===== src/rtl/debounce_pkg.sv =====
// ----------------------------------------------------------------------------
// debounce_pkg
// Shared definitions for the button debouncer: the FSM state encoding, the
// default stability window and the width of the stable-sample counter.
// ----------------------------------------------------------------------------
package debounce_pkg;

  // Default number of consecutive identical samples needed to accept a level.
  localparam int unsigned DEFAULT_STABLE = 32'd4;

  // Width of the stable-sample counter (covers STABLE_CYCLES up to 65535).
  localparam int unsigned CNT_W = 32'd16;

  // Debouncer FSM states. Bit 1 is the currently accepted level and bit 0
  // marks a pending (being-qualified) transition.
  typedef enum logic [1:0] {
    IDLE_LOW  = 2'b00,
    WAIT_HIGH = 2'b01,
    IDLE_HIGH = 2'b10,
    WAIT_LOW  = 2'b11
  } state_t;

endpackage : debounce_pkg


===== src/rtl/button_debouncer_sync2.sv =====
// ----------------------------------------------------------------------------
// sync2
// Two-flop synchronizer that brings the raw asynchronous button into the clk
// domain. Both flops clear to 0 on reset.
//
// Ports:
//   clk - clock, rising edge
//   rst - asynchronous active-low reset
//   d   - asynchronous input
//   q   - synchronized output (second flop)
// ----------------------------------------------------------------------------
module sync2 (
  input  logic clk,
  input  logic rst,
  input  logic d,
  output logic q
);

  logic meta_r;
  logic q_r;

  // Two-stage shift; the first stage may go metastable, the second absorbs it.
  always_ff @(posedge clk or negedge rst) begin
    if (!rst) begin
      meta_r <= 1'b0;
      q_r    <= 1'b0;
    end else begin
      meta_r <= d;
      q_r    <= meta_r;
    end
  end

  assign q = q_r;

endmodule : sync2


===== src/rtl/button_debouncer.sv =====
// ----------------------------------------------------------------------------
// button_debouncer
// Debounces a raw pushbutton. The button is synchronized, then a four-state
// FSM requires STABLE_CYCLES consecutive identical synchronized samples before
// accepting a new level. Accepted transitions produce one-cycle rise/fall
// pulses and rising edges are counted in an 8-bit wrapping counter.
//
// Parameters:
//   STABLE_CYCLES - consecutive identical samples to accept a level (2..65535)
//
// Ports:
//   clk       - clock, rising edge
//   rst       - asynchronous active-low reset
//   btn       - raw asynchronous button input
//   level     - registered debounced level
//   level_n   - registered complement of level
//   rise      - one-cycle pulse on accepted 0->1
//   fall      - one-cycle pulse on accepted 1->0
//   press_cnt - number of accepted rises, wraps 255 -> 0
// ----------------------------------------------------------------------------
module button_debouncer
  import debounce_pkg::*;
#(
  parameter int unsigned STABLE_CYCLES = DEFAULT_STABLE
) (
  input  logic       clk,
  input  logic       rst,
  input  logic       btn,
  output logic       level,
  output logic       level_n,
  output logic       rise,
  output logic       fall,
  output logic [7:0] press_cnt
);

  // Counter value on the sample that completes the stability window. The
  // first differing sample already loads 1, so acceptance happens when the
  // counter holds STABLE_CYCLES-1 and one more agreeing sample arrives.
  localparam logic [CNT_W-1:0] LAST_CNT = CNT_W'(STABLE_CYCLES - 32'd1);
  localparam logic [CNT_W-1:0] CNT_ZERO = CNT_W'(0);
  localparam logic [CNT_W-1:0] CNT_ONE  = CNT_W'(1);

  logic             s_s;
  state_t           state_r;
  logic [CNT_W-1:0] cnt_r;
  logic             level_r;
  logic             level_n_r;
  logic             rise_r;
  logic             fall_r;
  logic [7:0]       press_cnt_r;

  sync2 u_sync2 (
    .clk (clk),
    .rst (rst),
    .d   (btn),
    .q   (s_s)
  );

  // Debounce FSM with all outputs registered; pulses default low each cycle.
  always_ff @(posedge clk or negedge rst) begin
    if (!rst) begin
      state_r     <= IDLE_LOW;
      cnt_r       <= CNT_ZERO;
      level_r     <= 1'b0;
      level_n_r   <= 1'b1;
      rise_r      <= 1'b0;
      fall_r      <= 1'b0;
      press_cnt_r <= 8'd0;
    end else begin
      rise_r <= 1'b0;
      fall_r <= 1'b0;
      case (state_r)
        IDLE_LOW: begin
          if (s_s) begin
            state_r <= WAIT_HIGH;
            cnt_r   <= CNT_ONE;
          end else begin
            cnt_r   <= CNT_ZERO;
          end
        end
        WAIT_HIGH: begin
          if (s_s) begin
            if (cnt_r == LAST_CNT) begin
              state_r     <= IDLE_HIGH;
              level_r     <= 1'b1;
              level_n_r   <= 1'b0;
              rise_r      <= 1'b1;
              cnt_r       <= CNT_ZERO;
              press_cnt_r <= press_cnt_r + 8'd1;
            end else begin
              cnt_r <= cnt_r + CNT_ONE;
            end
          end else begin
            // Glitch: fall back without touching the accepted level.
            state_r <= IDLE_LOW;
            cnt_r   <= CNT_ZERO;
          end
        end
        IDLE_HIGH: begin
          if (!s_s) begin
            state_r <= WAIT_LOW;
            cnt_r   <= CNT_ONE;
          end else begin
            cnt_r   <= CNT_ZERO;
          end
        end
        WAIT_LOW: begin
          if (!s_s) begin
            if (cnt_r == LAST_CNT) begin
              state_r   <= IDLE_LOW;
              level_r   <= 1'b0;
              level_n_r <= 1'b1;
              fall_r    <= 1'b1;
              cnt_r     <= CNT_ZERO;
            end else begin
              cnt_r <= cnt_r + CNT_ONE;
            end
          end else begin
            state_r <= IDLE_HIGH;
            cnt_r   <= CNT_ZERO;
          end
        end
        default: begin
          state_r   <= IDLE_LOW;
          cnt_r     <= CNT_ZERO;
          level_r   <= 1'b0;
          level_n_r <= 1'b1;
        end
      endcase
    end
  end

  assign level     = level_r;
  assign level_n   = level_n_r;
  assign rise      = rise_r;
  assign fall      = fall_r;
  assign press_cnt = press_cnt_r;

endmodule : button_debouncer


===== config.mk =====
export PLATFORM = sky130hd
export DESIGN_NAME = button_debouncer
export DESIGN_NICKNAME = d
export VERILOG_FILES = /design/src/rtl/debounce_pkg.sv /design/src/rtl/button_debouncer_sync2.sv /design/src/rtl/button_debouncer.sv
export SDC_FILE = /design/constraint.sdc
export NUM_CORES = 1
export LEC_CHECK = 0
export CAP_MARGIN = 20
export CORE_MARGIN = 2
export CORE_UTILIZATION = 60
export CTS_BUF_LIST = sky130_fd_sc_hd__clkbuf_16
export CTS_CLUSTER_SIZE = 28
export DETAILED_ROUTE_END_ITERATION = 10
export DONT_BUFFER_PORTS = 1
export HOLD_SLACK_MARGIN = 0.08
export MAX_ROUTING_LAYER = met4
export PLACE_DENSITY_LB_ADDON = 0.15
export SYNTH_ARGS = -nofsm -noshare
export SYNTH_HDL_FRONTEND = slang
export SYNTH_HIERARCHICAL = 1
export SYNTH_SLANG_ARGS = --single-unit

===== constraint.sdc =====
create_clock -name clk -period 2.3 [get_ports clk]
set_clock_uncertainty 0.15 [all_clocks]
set_input_delay 0.575 -clock clk [delete_from_list [all_inputs] [get_ports clk]]
set_output_delay 0.575 -clock clk [all_outputs]
set_load 0.01 [all_outputs]

# == After elaboration in Yosys (flattened, before gate mapping) ==
# Index checks and enable logic that the tools add are counted.
# word_totals
regBits,32
output_inout_bits,12
in_bits,3
# classes
add_sub_neg,2
reduce_logical,5
n_mux,26
eq_ne,12
# op_table
operator,n
16-bit one-hot mux with 4 select lines,1
16-bit 2-to-1 mux,3
16-bit by 1-bit adder with 16-bit output (second input constant),1
16-bit by 2-bit == test with 1-bit output (second input constant),1
1-bit 2-to-1 mux,13
2-bit 2-to-1 mux,6
8-bit by 1-bit adder with 8-bit output (second input constant),1
2-bit != test (second input constant),4
2-bit one-hot mux with 4 select lines,1
5-bit AND reduction,1
2-bit == test (second input constant),2
2-bit by 1-bit != test with 1-bit output (second input constant),2
1-bit one-hot mux with 2 select lines,2
4-bit AND reduction,1
3-bit by 2-bit != test with 1-bit output (second input constant),1
3-bit != test (second input constant),1
3-bit AND reduction,1
2-bit by 1-bit == test with 1-bit output (second input constant),1
2-bit zero test,1
2-bit nonzero test,1

# == Logic depth before layout (Yosys ltp) ==
# Gate-level depths: netlist of run 1.
# depth
ltp_word,4
mapped_depth,6
ltp_nobuf,5

# == Cells and area by module ==
# The synthesis of run 1 kept the hierarchy.
# by_module_without_submodules
mod,cells_each,area_each_um2,instances
button_debouncer,137,1519.0,1
sync2,2,50.0,1

# == Worst setup path after synthesis of run 1 ==
# No wires, ideal clock.
# synth_timing
path_kind,register to register
from,register cnt_r[0]
to,register press_cnt_r[1] (netlist: press_cnt[1])
stages_incl_launch_ff,6
period_less_slack_ns,1.849
n_path_buf,0
arrival_time_ns,1.571
setup_ns,0.128
slack_ns,0.451
cell_sequence,dfrtp_1 ha_1 nor4b_4 nand4_2 nor2_2 mux2_1
# synth_via
elab_chain_len,2
# synth_lines
element,line,text
start: declaration,button_debouncer.sv:45,logic [CNT_W-1:0] cnt_r;
start signal: assignment,button_debouncer.sv:91,cnt_r <= cnt_r + CNT_ONE;
start signal: assignment,button_debouncer.sv:116,cnt_r <= cnt_r + CNT_ONE;
16-bit by 2-bit == test with 1-bit output,button_debouncer.sv:83,if (cnt_r == LAST_CNT) begin
3-bit AND reduction (no line),--,
end signal: assignment,button_debouncer.sv:89,press_cnt_r <= press_cnt_r + 8'd1;
end: declaration,button_debouncer.sv:50,logic [7:0] press_cnt_r;
# No other way between the ends.
# A chain may end at the register's enable or synchronous reset.

# == Worst setup path in the final report of run 1 ==
# Same ends and word-level chain as after synthesis.

==> summary.txt, run 1 <==
Run
  • Max-cap viol count: 0

Drt
  • Final WL: 2803 microns
  • Vias: 1042
  • DR iter-0 viols: 18
  • Detail Route Antenna Nets: 0
  • Drt drc: 0
  • DRT Pass-1 Iters: 4
  • WL/cell: 15.75 microns
  • Vias/cell: 5.854

Setup path
  • Peak fanout along the critical path: 4
  • R2r setup slk: 0.24 ns
  • CP Class: reg2reg
  • Data arrival, critical path: 2.06 ns
  • CP required: 2.30 ns
  • Worst setup EP type: flip-flop
  • Type of origin of the critical path: flip-flop

Die
  • Die ar.: 3040 sq um
  • Initial Util: 0.6333
  • Core box area: 2477 sq um
  • DIE HEIGHT: 55.14 microns
  • Io pins: 15
  • Die width: 55.14 microns
  • Cell row count: 18

Yosys
  • #FFs+latches synth: 32
  • Number of synthesized flops with an enable pin: 0
  • Yosys warning count: 6
  • Cell area after synthesis: 1569 sq um
  • Post-synthesis mux area share: 0.007177
  • Post-synth top area share: 0.4944
  • Synth Area in Compound Gates: 0.02871
  • Post-synthesis cell type count: 39
  • Async SR Flop Fraction: 1.000
  • Dominant synthesized flop cell: dfrtp_1
  • Synth area leaders: dfrtp_1 (49%), xor2_1 (8.4%), nor2_1 (3.6%)
  • Post-synthesis sequential area ratio: 0.5112
  • Synth Area in Adders: 0.01595
  • Post-synthesis instance total: 139
  • Synth Area in XOR/XNOR: 0.1172
  • Combinational family with the most area after synthesis: simple AND/OR/NAND/NOR gates
  • Post-synth top cells: dfrtp_1 (31), nor2_1 (15), xor2_1 (15)
  • Avg Cell Area, Syn: 11.29 sq um
  • Area leader, netlist: dfrtp_1
  • Mapped Nets: 144
  • Simple logic cell fraction of the synthesized area: 0.3046
  • Count leader, synth: dfrtp_1

Placement
  • Post-DP Area: 1598 sq um
  • Port bufs: 0
  • Worst slack, placed: 0.2377 ns
  • Placed Instances: 168
  • DP HPWL: 1953 microns
  • RePlAce Congestion: 0.7745

Global routing
  • First-pass GRT wire length: 4312 microns
  • Global Route Usage Sum: 0.2174
  • Antenna violations before repair: 0
  • Grt ovf: 0
  • Pin count of the biggest net entering global routing: 33
  • Vias in the first global route: 950

Cells and area
  • Nets@finish: 152
  • Syn-to-layout area delta: 12.60%
  • Fraction of layout instances using a drive strength above 1: 0.1419
  • Finished Layout Cells: 178
  • Design area: 1767 sq um
  • Fill cells: 167
  • Register Area: 802.0 sq um
  • ANT cells: 0
  • Area occupied by multi-input gates: 743.2 sq um
  • Final core occ: 0.7131

Run status
  • Outcome: finished, final reports clean

Pwr
  • VDD IR max: 0.7659 mV
  • Pwr Total: 1.535 mW
  • Pwr dens: 868.6 nW/um^2
  • Leakage dissipation: 0.7476 nW

Clock tree
  • Clock-pin slew on the worst setup and hold paths: 0.05 ns
  • Later-pin clock latency in the skew report: 0.27 ns
  • Clock root cell: clkbuf_16
  • CTS tree: done
  • CTS H-Tree Depth: 2
  • Clock sink count: 32
  • Clock Path Buffers: 2
  • Postcts setup bufs: 0
  • Cts bufs inserted: 5

Timing
  • FMAX: 0.4866 GHz
  • Measured slew at the worst slew-check pin: 0.4488 ns
  • Minimum clock period: 2.055 ns
  • Min Hold Slack: 0.1780 ns
  • Slew headroom: 0.6981
  • Slew Limit Fails: 0
  • TNS Setup: 0 ns
  • Final setup margin: 0.2449 ns
  • Crit share post-route: 0.8935
  • # setup viols final: 0
  • RSZ-0062 raised after global routing: no
  • Final Hold Fails: 0

Hold path
  • Worst Hold Class: in2reg
layer usage:
metal	routed length (microns)	share of wire	vias to the layer above	global-route usage
met5	0	0	-	-
met4	0	0	0	0.07317
met3	147	0.052	0	0.08333
met2	1339	0.48	27	0.3036
met1	1316	0.47	504	0.2904
li1	-	-	511	-
placed cells by master, fill, tap and decap left out, types with 3 or more instances in the layout:
cell type | netlist | routed
nand2_1 | 9 | 9
and4_1 | 4 | 4
clkbuf_16 | 0 | 5
xnor2_1 | 6 | 6
xor2_1 | 15 | 15
nand4_1 | 5 | 5
dfrtp_1 | 31 | 31
nor4_2 | 3 | 3
nand3_1 | 10 | 10
nor2_1 | 15 | 15
nor3_1 | 6 | 6
path summary, 6_finish.rpt:
path	to	cells past startpoint	from
min in group asynchronous	press_cnt[1]	2	rst
worst min register to register	u_sync2/q	0	u_sync2/meta_r
worst min-delay path	u_sync2/meta_r	0	btn
max in group asynchronous	level_n	2	rst
worst max register to register	press_cnt[1]	5	cnt_r[0]
worst max-delay path	press_cnt[1]	5	cnt_r[0]
kinds of logic after synthesis:
kind of cell,Yosys count
xor+xnor,21
fa+ha+maj,2
flops,32
simple gates,72
compound gates,7
mux,1
buf+inv,4
where the power goes:
group | total, mW | switching (mW) | internal [mW]
Sequential | 0.697 | 0.0772 | 0.619
Clock | 0.604 | 0.213 | 0.391
Combinational | 0.234 | 0.136 | 0.0985
Total | 1.53 | 0.426 | 1.11
sequential cells by signal, summed over array words and instances, names as in the netlist, named ones only:
| register | cells |
|---|---|
| rise | 1 |
| u_sync2/q | 1 |
| fall | 1 |
| state_r | 1 |
| level | 1 |
| level_n | 1 |
| cnt_r | 16 |
| u_sync2/meta_r | 1 |
| press_cnt | 8 |
worst max-delay path: stages, from the launching register on:
cell and delay, ns:
dfrtp_1 0.40, ha_1 0.26, nor4b_4 0.34, nand4_2 0.21, nor2_2 0.24, mux2_1 0.34
cell type report:
cell class                 count  area share
sequential                    32      0.4540
multi-input combinational    103      0.4207
clock buffer                   5     0.07082
timing repair buffer           3     0.02125
tap                           30     0.02125
clock inverter                 3    0.007790
inverter                       2    0.004249
timing repair:
item	in CTS	in global routing
gates resized for setup	0	0
endpoints found under the hold margin	32	0
endpoints found under the setup margin	0	0
hold buffers	2	0
Note: power is estimated with default switching activity, not from simulation.
==> run 2: changes to the inputs <==
Settings changed: PLACE_DENSITY set to 0.75, PLACE_DENSITY_LB_ADDON 0.15 to unset.
==> summary.txt, run 2 (synthesis results as in run 1) <==
Drt
  • Detail Route Antenna Nets: 0
  • Drt drc: 0
  • Vias: 1053
  • Final WL: 2854 microns
  • Vias/cell: 5.916
  • DR iter-0 viols: 12
  • WL/cell: 16.03 microns
  • DRT Pass-1 Iters: 4

Cells and area
  • Reg with most FFs: cnt_r
  • Most frequent cells in the layout: dfrtp_1 (31), nor2_1 (15), xor2_1 (15)
  • Finished Layout Cells: 178
  • Syn-to-layout area delta: 14.19%
  • Most common library cell in the layout ignoring fill and taps: dfrtp_1
  • Nets@finish: 152
  • ANT cells: 0
  • Max FFs per register: 16
  • Fraction of layout instances using a drive strength above 1: 0.1419
  • Fill cells: 183

Die
  • Initial Util: 0.6333
  • Die width: 55.14 microns
  • Cell row count: 18
  • DIE HEIGHT: 55.14 microns
  • Core box area: 2477 sq um
  • Die ar.: 3040 sq um
  • Io pins: 15

Setup path
  • Crit path from: cnt_r[0]
  • CP Class: reg2reg
  • Peak fanout along the critical path: 4
  • R2r setup slk: 0.27 ns
  • Data arrival, critical path: 2.04 ns
  • Worst path cell trace: ha_1, nor4b_4, nand4_2, nor2_2, mux2_1
  • Crit-path max cell delay: 0.40 ns
  • Reg-to-reg critical path startpoint: cnt_r[0]
  • Worst setup EP type: flip-flop
  • CP required: 2.31 ns
  • Type of origin of the critical path: flip-flop
  • CP max stage cell: dfrtp_1

Clock tree
  • Post-cts sizing count: 0
  • Cts bufs inserted: 5
  • Clock-pin slew on the worst setup and hold paths: 0.05 ns
  • Later-pin clock latency in the skew report: 0.28 ns
  • Clock Path Buffers: 2
  • Hold buffers post-CTS: 2
  • CTS H-Tree Depth: 2
  • Clock sink count: 32
  • CTS tree: done
  • Postcts setup bufs: 0
  • Clock root cell: clkbuf_16

Run
  • Max-cap viol count: 0

Timing
  • # setup viols final: 0
  • Min Hold Slack: 0.1760 ns
  • Measured slew at the worst slew-check pin: 0.4385 ns
  • Final Hold Fails: 0
  • Slew headroom: 0.7049
  • RSZ-0062 raised after global routing: no
  • TNS Setup: 0 ns
  • FMAX: 0.4922 GHz
  • Slew Limit Fails: 0
  • Minimum clock period: 2.032 ns
  • Crit share post-route: 0.8833
  • Final setup margin: 0.2683 ns

Hold path
  • Hold path startpoint: btn
  • Worst Hold Class: in2reg

Placement
  • RePlAce Congestion: 0.7849
  • Worst slack, placed: 0.2536 ns
  • Placed Instances: 168
  • Port bufs: 0
  • DP HPWL: 1936 microns

Global routing
  • Vias in the first global route: 1031
  • First-pass GRT wire length: 4678 microns
  • Pin count of the biggest net entering global routing: 33
  • Grt ovf: 0
  • Global Route Usage Sum: 0.2358
  • Antenna violations before repair: 0

Pwr
  • Leakage dissipation: 0.7616 nW
  • VDD IR max: 0.8512 mV
  • Pwr dens: 925.4 nW/um^2

Run status
  • Outcome: finished, final reports clean
[run 2: changes by cell type in the layout (fill, tap and decap cells not counted)]
cell	change
clkinv_2	-1
bufinv_16	+1
inv_1	+1
clkinv_1	-1
[run 2: metal layers]
metal | routed length [microns] | part of all wire | vias to the layer above | GRT usage
met4 | 42 | 0.015 | 0 | 0.08537
li1 | - | - | 517 | -
met5 | 0 | 0 | - | -
met2 | 1341 | 0.47 | 18 | 0.3274
met3 | 137 | 0.048 | 7 | 0.09946
met1 | 1333 | 0.47 | 511 | 0.3088
[run 2: final timing paths]
kind | endpoint | depth (start not counted)
worst max register to register | press_cnt[1] | 5
max in group asynchronous | level_n | 2
worst min-delay path | u_sync2/meta_r | 0
worst max-delay path | press_cnt[1] | 5
min in group asynchronous | cnt_r[7] | 2
worst min register to register | u_sync2/q | 0
[run 2: area by class of cell]
class                           instances  area (sq um)  share of cell area
Tap cell                               30         37.54             0.02095
Clock buffer                            5         125.1             0.06983
Sequential cell                        32         802.0              0.4476
Inverter                                2         7.507            0.004190
Clock inverter                          3         38.79             0.02165
Timing Repair Buffer                    3         37.54             0.02095
Multi-Input combinational cell        103         743.2              0.4148
[run 2: per-stage QoR]
| step | area [sq um] | utilization | total power, mW |
|---|---|---|---|
| 3_3_place_gp | 1598 | 0.6449 | 0.9127 |
| 6_report | 1792 | 0.7232 | 1.658 |
| 3_5_place_dp | 1598 | 0.6449 | 0.9270 |
| 5_1_grt | 1792 | 0.7232 | 1.741 |
| 4_1_cts | 1792 | 0.7232 | 1.674 |
| 2_1_floorplan | 1569 | - | 0.8605 |
[run 2: power by group]
group	internal (mW)	total [mW]	switching, mW
Combinational	0.0990	0.238	0.139
Clock	0.503	0.726	0.223
Sequential	0.619	0.694	0.0750
[run 2: worst max-delay path: cells and delay by family (launching register included)]
family / cells / cell delay, ns
muxes: 1 / 0.34
and+or+nand+nor: 3 / 0.78
adders and majority gates: 1 / 0.25
DFF: 1 / 0.40
==> run 3: changes to the inputs <==
Settings changed: SLEW_MARGIN set to 20.
==> results of run 3 <==
No change in the layout: final DEF, timing and power equal those of run 2.
==> patch 1 (flow settings as in run 1) <==
Put one more register stage on the output `press_cnt`, without a reset. The value now appears one clock later. The other outputs are not delayed to match.
--- a/src/rtl/button_debouncer.sv
+++ b/src/rtl/button_debouncer.sv
@@ -136,3 +136,5 @@
   assign fall      = fall_r;
-  assign press_cnt = press_cnt_r;
+  always_ff @(posedge clk) begin
+    press_cnt <= press_cnt_r;
+  end
 
Function: changed (a bounded check fails within 10 cycles, from zero or initial values and one cycle with rst low).
==> patch 1 against run 1 <==
  * Sequential cell count rose by 8
  * Power increased by 24%
  * Synthesized area grew 10%
  * Worst setup slack improved by 0.038 ns
  * Critical endpoint is now press_cnt_r[5]
  * Core utilization fell by 0.62 points
  * Count of clock-buffer cells in the layout stayed put
  * Design area up 10%
  * Largest power group unchanged
  * Combinational power grew 12%
  * Routed wire length increased by 2.3%
  * Largest cell class unchanged
==> patch 1: results (changes against run 1) <==
outcome: "finished clean"
antenna_found_initial: 0  # unchanged
fill_cells: 194  # +16%
p_leak_nw: 0.856  # +15%
htree_num_levels: 2  # unchanged
dpl_cell_area_um2: 1760  # +9.9%
path_max_fanout: 6  # +2
largestRegisters: "cnt_r (16), press_cnt (8), press_cnt_r (8)"
synth_area_leaders: "dfrtp_1 45%, dfxtp_1 9.2%, xor2_1 7.1%"
placedCellCount: 175  # +4.2%
hold_end: "u_sync2/meta_r"
dp_hpwl_um: 1920  # -1.8%
antenna_cells: 0  # unchanged
hold_depth: 0  # unchanged
vias_per_cell: 5.90  # +0.83%
reg2reg_from: "cnt_r[0]"
r2r_slack_ns: 0.28  # +0.04 ns
timing.rr.end: "press_cnt_r[5]"
ys_types: 34  # -13%
cts_root_buf: "clkbuf_16"
ys_seq_area_frac: 0.555  # +0.0441
gp_congestion: 0.783  # +1.1%
grt_pass1_wl_um: 5020  # +16%
syn_avg_cell_area_um2: 11.9  # +5.2%
ir_worst_vdd_mv: 0.768  # +0.32%
arrival_ns: 2.06  # about the same
ys_top_cells_by_count: "31 x dfrtp_1, 18 x nor2_1, 14 x xor2_1"
yosysWarnings: 6  # unchanged
whs_ns: 0.176  # -0.00239 ns
num-nets-final: 158  # +3.9%
reg2reg_depth: 5  # unchanged
post_drt_wl_per_cell_um: 15.5  # -1.6%
drive_gt1_frac: 0.136  # -0.00553
p_int_mw: 1.39  # +25%
first_iter_violations: 40  # +22
dr.pass1.iters: 6  # +2
cts_max_path_buffers: 2  # unchanged
route.vias.total: 1092  # +4.8%
async_flop_share: 0.800  # -0.200
grt.total_usage: 0.211  # -0.00694
slew_headroom: 0.738  # +0.0396
synthesis.nets: 151  # +4.9%
## patch 1: worst max-delay path by stage
stage	startpoint	end	slack, ns	depth (start not counted)
floorplan	cnt_r[0]	press_cnt_r[1]	0.47	5
global placement	cnt_r[0]	press_cnt_r[1]	0.37	5
detailed placement	cnt_r[0]	press_cnt_r[1]	0.30	5
CTS	cnt_r[0]	press_cnt_r[5]	0.28	5
global route	cnt_r[0]	press_cnt_r[5]	0.12	5
finish	cnt_r[0]	press_cnt_r[5]	0.28	5
## patch 1: metal layers
metal  wire [µm]  up-vias  global-route usage
met5           0        -                   -
met4          57        0               0.106
met3          94        5              0.0536
met2        1430       22               0.321
met1        1290      542               0.260
li1            -      523                   -
## patch 1: layout make-up
cell class,instances,area (µm²),share of cell area
Clock inverter,3,38.8,0.0199
Tap cell,31,38.8,0.0199
Timing Repair Buffer,4,45.0,0.0231
Inverter,4,15.0,0.00770
Clock buffer,5,125,0.0642
Sequential cell,40,962,0.494
Multi-Input combinational cell,98,724,0.372
## patch 1: per-stage QoR
| stage | setup slack (ns) | total power [mW] |
|---|---|---|
| 6_report | 0.283 | 1.90 |
| 2_1_floorplan | 0.473 | 1.07 |
| 4_1_cts | 0.277 | 1.92 |
| 5_1_grt | 0.120 | 1.99 |
| 3_3_place_gp | 0.375 | 1.13 |
| 3_5_place_dp | 0.297 | 1.15 |
## patch 1: what timing repair did
item | in CTS | in global routing
hold buffers | 2 | 0
setup buffers | 0 | 0
endpoints found under the hold margin | 32 | 0
## patch 1: logic make-up (layout without fill, tap and decap cells)
group           count (synthesis)  after routing  share of synthesized area
compound gates                  8              8                     0.0332
xor+xnor                       22             22                      0.111
fa+ha+maj                       2              2                     0.0144
buf+inv                         8             16                     0.0267
flops                          40             40                      0.555
mux                             1              1                    0.00866
simple gates                   65             65                      0.251
## patch 1: critical path, cell delays in order (launching register included)
cell and delay, ns:
dfrtp_1 0.39, ha_1 0.23, nor3b_2 0.30, nand3_1 0.26
nor4_1 0.41, xor2_1 0.19
## patch 1: power by group through the flow
stage / clock, mW / combinational (mW) / sequential (mW)
floorplan: 0 / 0.201 / 0.871
global placement: 0 / 0.236 / 0.894
detailed placement: 0 / 0.249 / 0.897
CTS: 0.772 / 0.268 / 0.884
global route: 0.796 / 0.296 / 0.902
finish: 0.751 / 0.261 / 0.886
==> patch 2 (config.mk and constraints of run 1) <==
Without the edit above. Set the package constant `CNT_W` to 32'd32 (it was 32'd16).
--- a/src/rtl/debounce_pkg.sv
+++ b/src/rtl/debounce_pkg.sv
@@ -11,3 +11,3 @@
   // Width of the stable-sample counter (covers STABLE_CYCLES up to 65535).
-  localparam int unsigned CNT_W = 32'd16;
+  localparam int unsigned CNT_W = 32'd32;
 
Function: same outputs for any inputs over 10 cycles, from zero or initial values and one cycle with rst low; that may be too few to reach the edited logic, so the function may still have changed.
==> patch 2 against run 1 <==
  * Global-route usage is 2.0 points higher
  * Hold slack worse by 0.015 ns
  * Sequential cell count is 16 higher
  * Worst setup slack worse by 0.093 ns
  * Routed wire length is 53% higher
  * Power is 32% higher
  * Design area is 46% higher
  * Synthesized area is 48% higher
  * Critical endpoint is now cnt_r[7]
  * Largest cell class unchanged
  * Highest routed layer is now met4
==> patch 2: results (changes against run 1) <==
outcome: "finished clean"
first_iter_violations: 90  # +72
clk_latency_ns: 0.29  # +0.02 ns
path_max_fanout: 15  # +11
grt_pass1_vias: 1686  # +77%
num-nets-final: 236  # +55%
reg2reg_from: "cnt_r[23]"
synth_mux_area_frac: 0.00970  # +0.00252
ys_types: 38  # -2.6%
synth_xor_xnor_area_share: 0.140  # +0.0223
whs_ns: 0.163  # -0.0146 ns
grt_max_degree: 49  # +48%
r2r_slack_ns: 0.15  # -0.09 ns
route.vias.total: 1623  # +56%
met1_usage: 0.300  # +0.00945
place_ws_ns: 0.0875  # -0.150 ns
placedCellCount: 270  # +61%
worst_slew_pin_slew_ns: 0.499  # +0.0499 ns
reg2reg_depth: 6  # +1
post_drt_wl_per_cell_um: 15.3  # -2.7%
p_leak_nw: 1.14  # +52%
gp_congestion: 0.826  # +6.6%
grt.total_usage: 0.238  # +0.0204
dpl_cell_area_um2: 2380  # +49%
grtUsageMet3: 0.0716  # -0.0118
timing.rr.end: "cnt_r[7]"
p_clk_uw: 685  # +13%
drive_gt1_frac: 0.116  # -0.0255
synth_area_leaders: "dfrtp_1 51%, xor2_1 8.7%, nor2_1 5.8%"
switching_share: 0.297  # +0.0193
synthAdderAreaFrac: 0.0108  # -0.00517
synthCells: 223  # +60%
multi_input_area_um2: 1080  # +46%
routed_wl_um: 4290  # +53%
dp_hpwl_um: 2870  # +47%
use_met2: 0.358  # +0.0539
ys_seq_area_frac: 0.518  # +0.00662
largest_register_ffs: 32  # +16
synthesis.nets: 228  # +58%
fill_cells: 251  # +50%
==> patch 2: changes by cell type after synthesis, moves of 3 or more <==
cell / delta
and3_1: +7
dfrtp_1: +16
nand2_1: +5
xor2_1: +8
nand3_1: +9
inv_1: +3
nor4_2: -3
nor4_1: +4
xnor2_1: +8
nor2_1: +21
nand4_1: +5
==> patch 2: repair_timing <==
| action | 4_1_cts | 5_1_grt |
|---|---|---|
| hold endpoints to repair | 48 | 0 |
| setup endpoints to repair | 0 | 29 |
| hold buffers | 2 | 0 |
| buffers inserted | 0 | 0 |
| gates resized for setup | 0 | 2 |
==> patch 2: routing by layer <==
metal / vias to the layer above / share of wire
li1: 783 / -
met4: 0 / 0.018
met5: - / 0
met2: 32 / 0.49
met3: 8 / 0.040
met1: 800 / 0.45
==> patch 2: worst max-delay path: stages (launching register included) <==
cell and delay [ns]:
dfrtp_1 0.43, nor4_1 0.35, nand4_1 0.19, or2_2 0.40, nand3b_1 0.19, buf_4 0.24
nor2_1 0.07
==> patch 2: area by class of cell <==
type	count	area share
Clock buffer	5	0.0487
Clock inverter	3	0.00584
Inverter	5	0.00730
Multi-Input combinational cell	165	0.421
Sequential cell	48	0.468
Tap cell	48	0.0234
Timing Repair Buffer	6	0.0263
==> patch 2: worst max-delay path by stage <==
stage          startpoint            to  slack [ns]  cells after the start
2_1_floorplan    cnt_r[0]  press_cnt[1]        0.20                      6
5_1_grt          cnt_r[0]     cnt_r[13]       -0.01                      7
3_5_place_dp     cnt_r[6]  press_cnt[1]        0.09                      5
6_report        cnt_r[23]      cnt_r[7]        0.15                      6
3_3_place_gp    cnt_r[23]  press_cnt[1]        0.17                      5
4_1_cts          cnt_r[9]  press_cnt[1]        0.08                      5
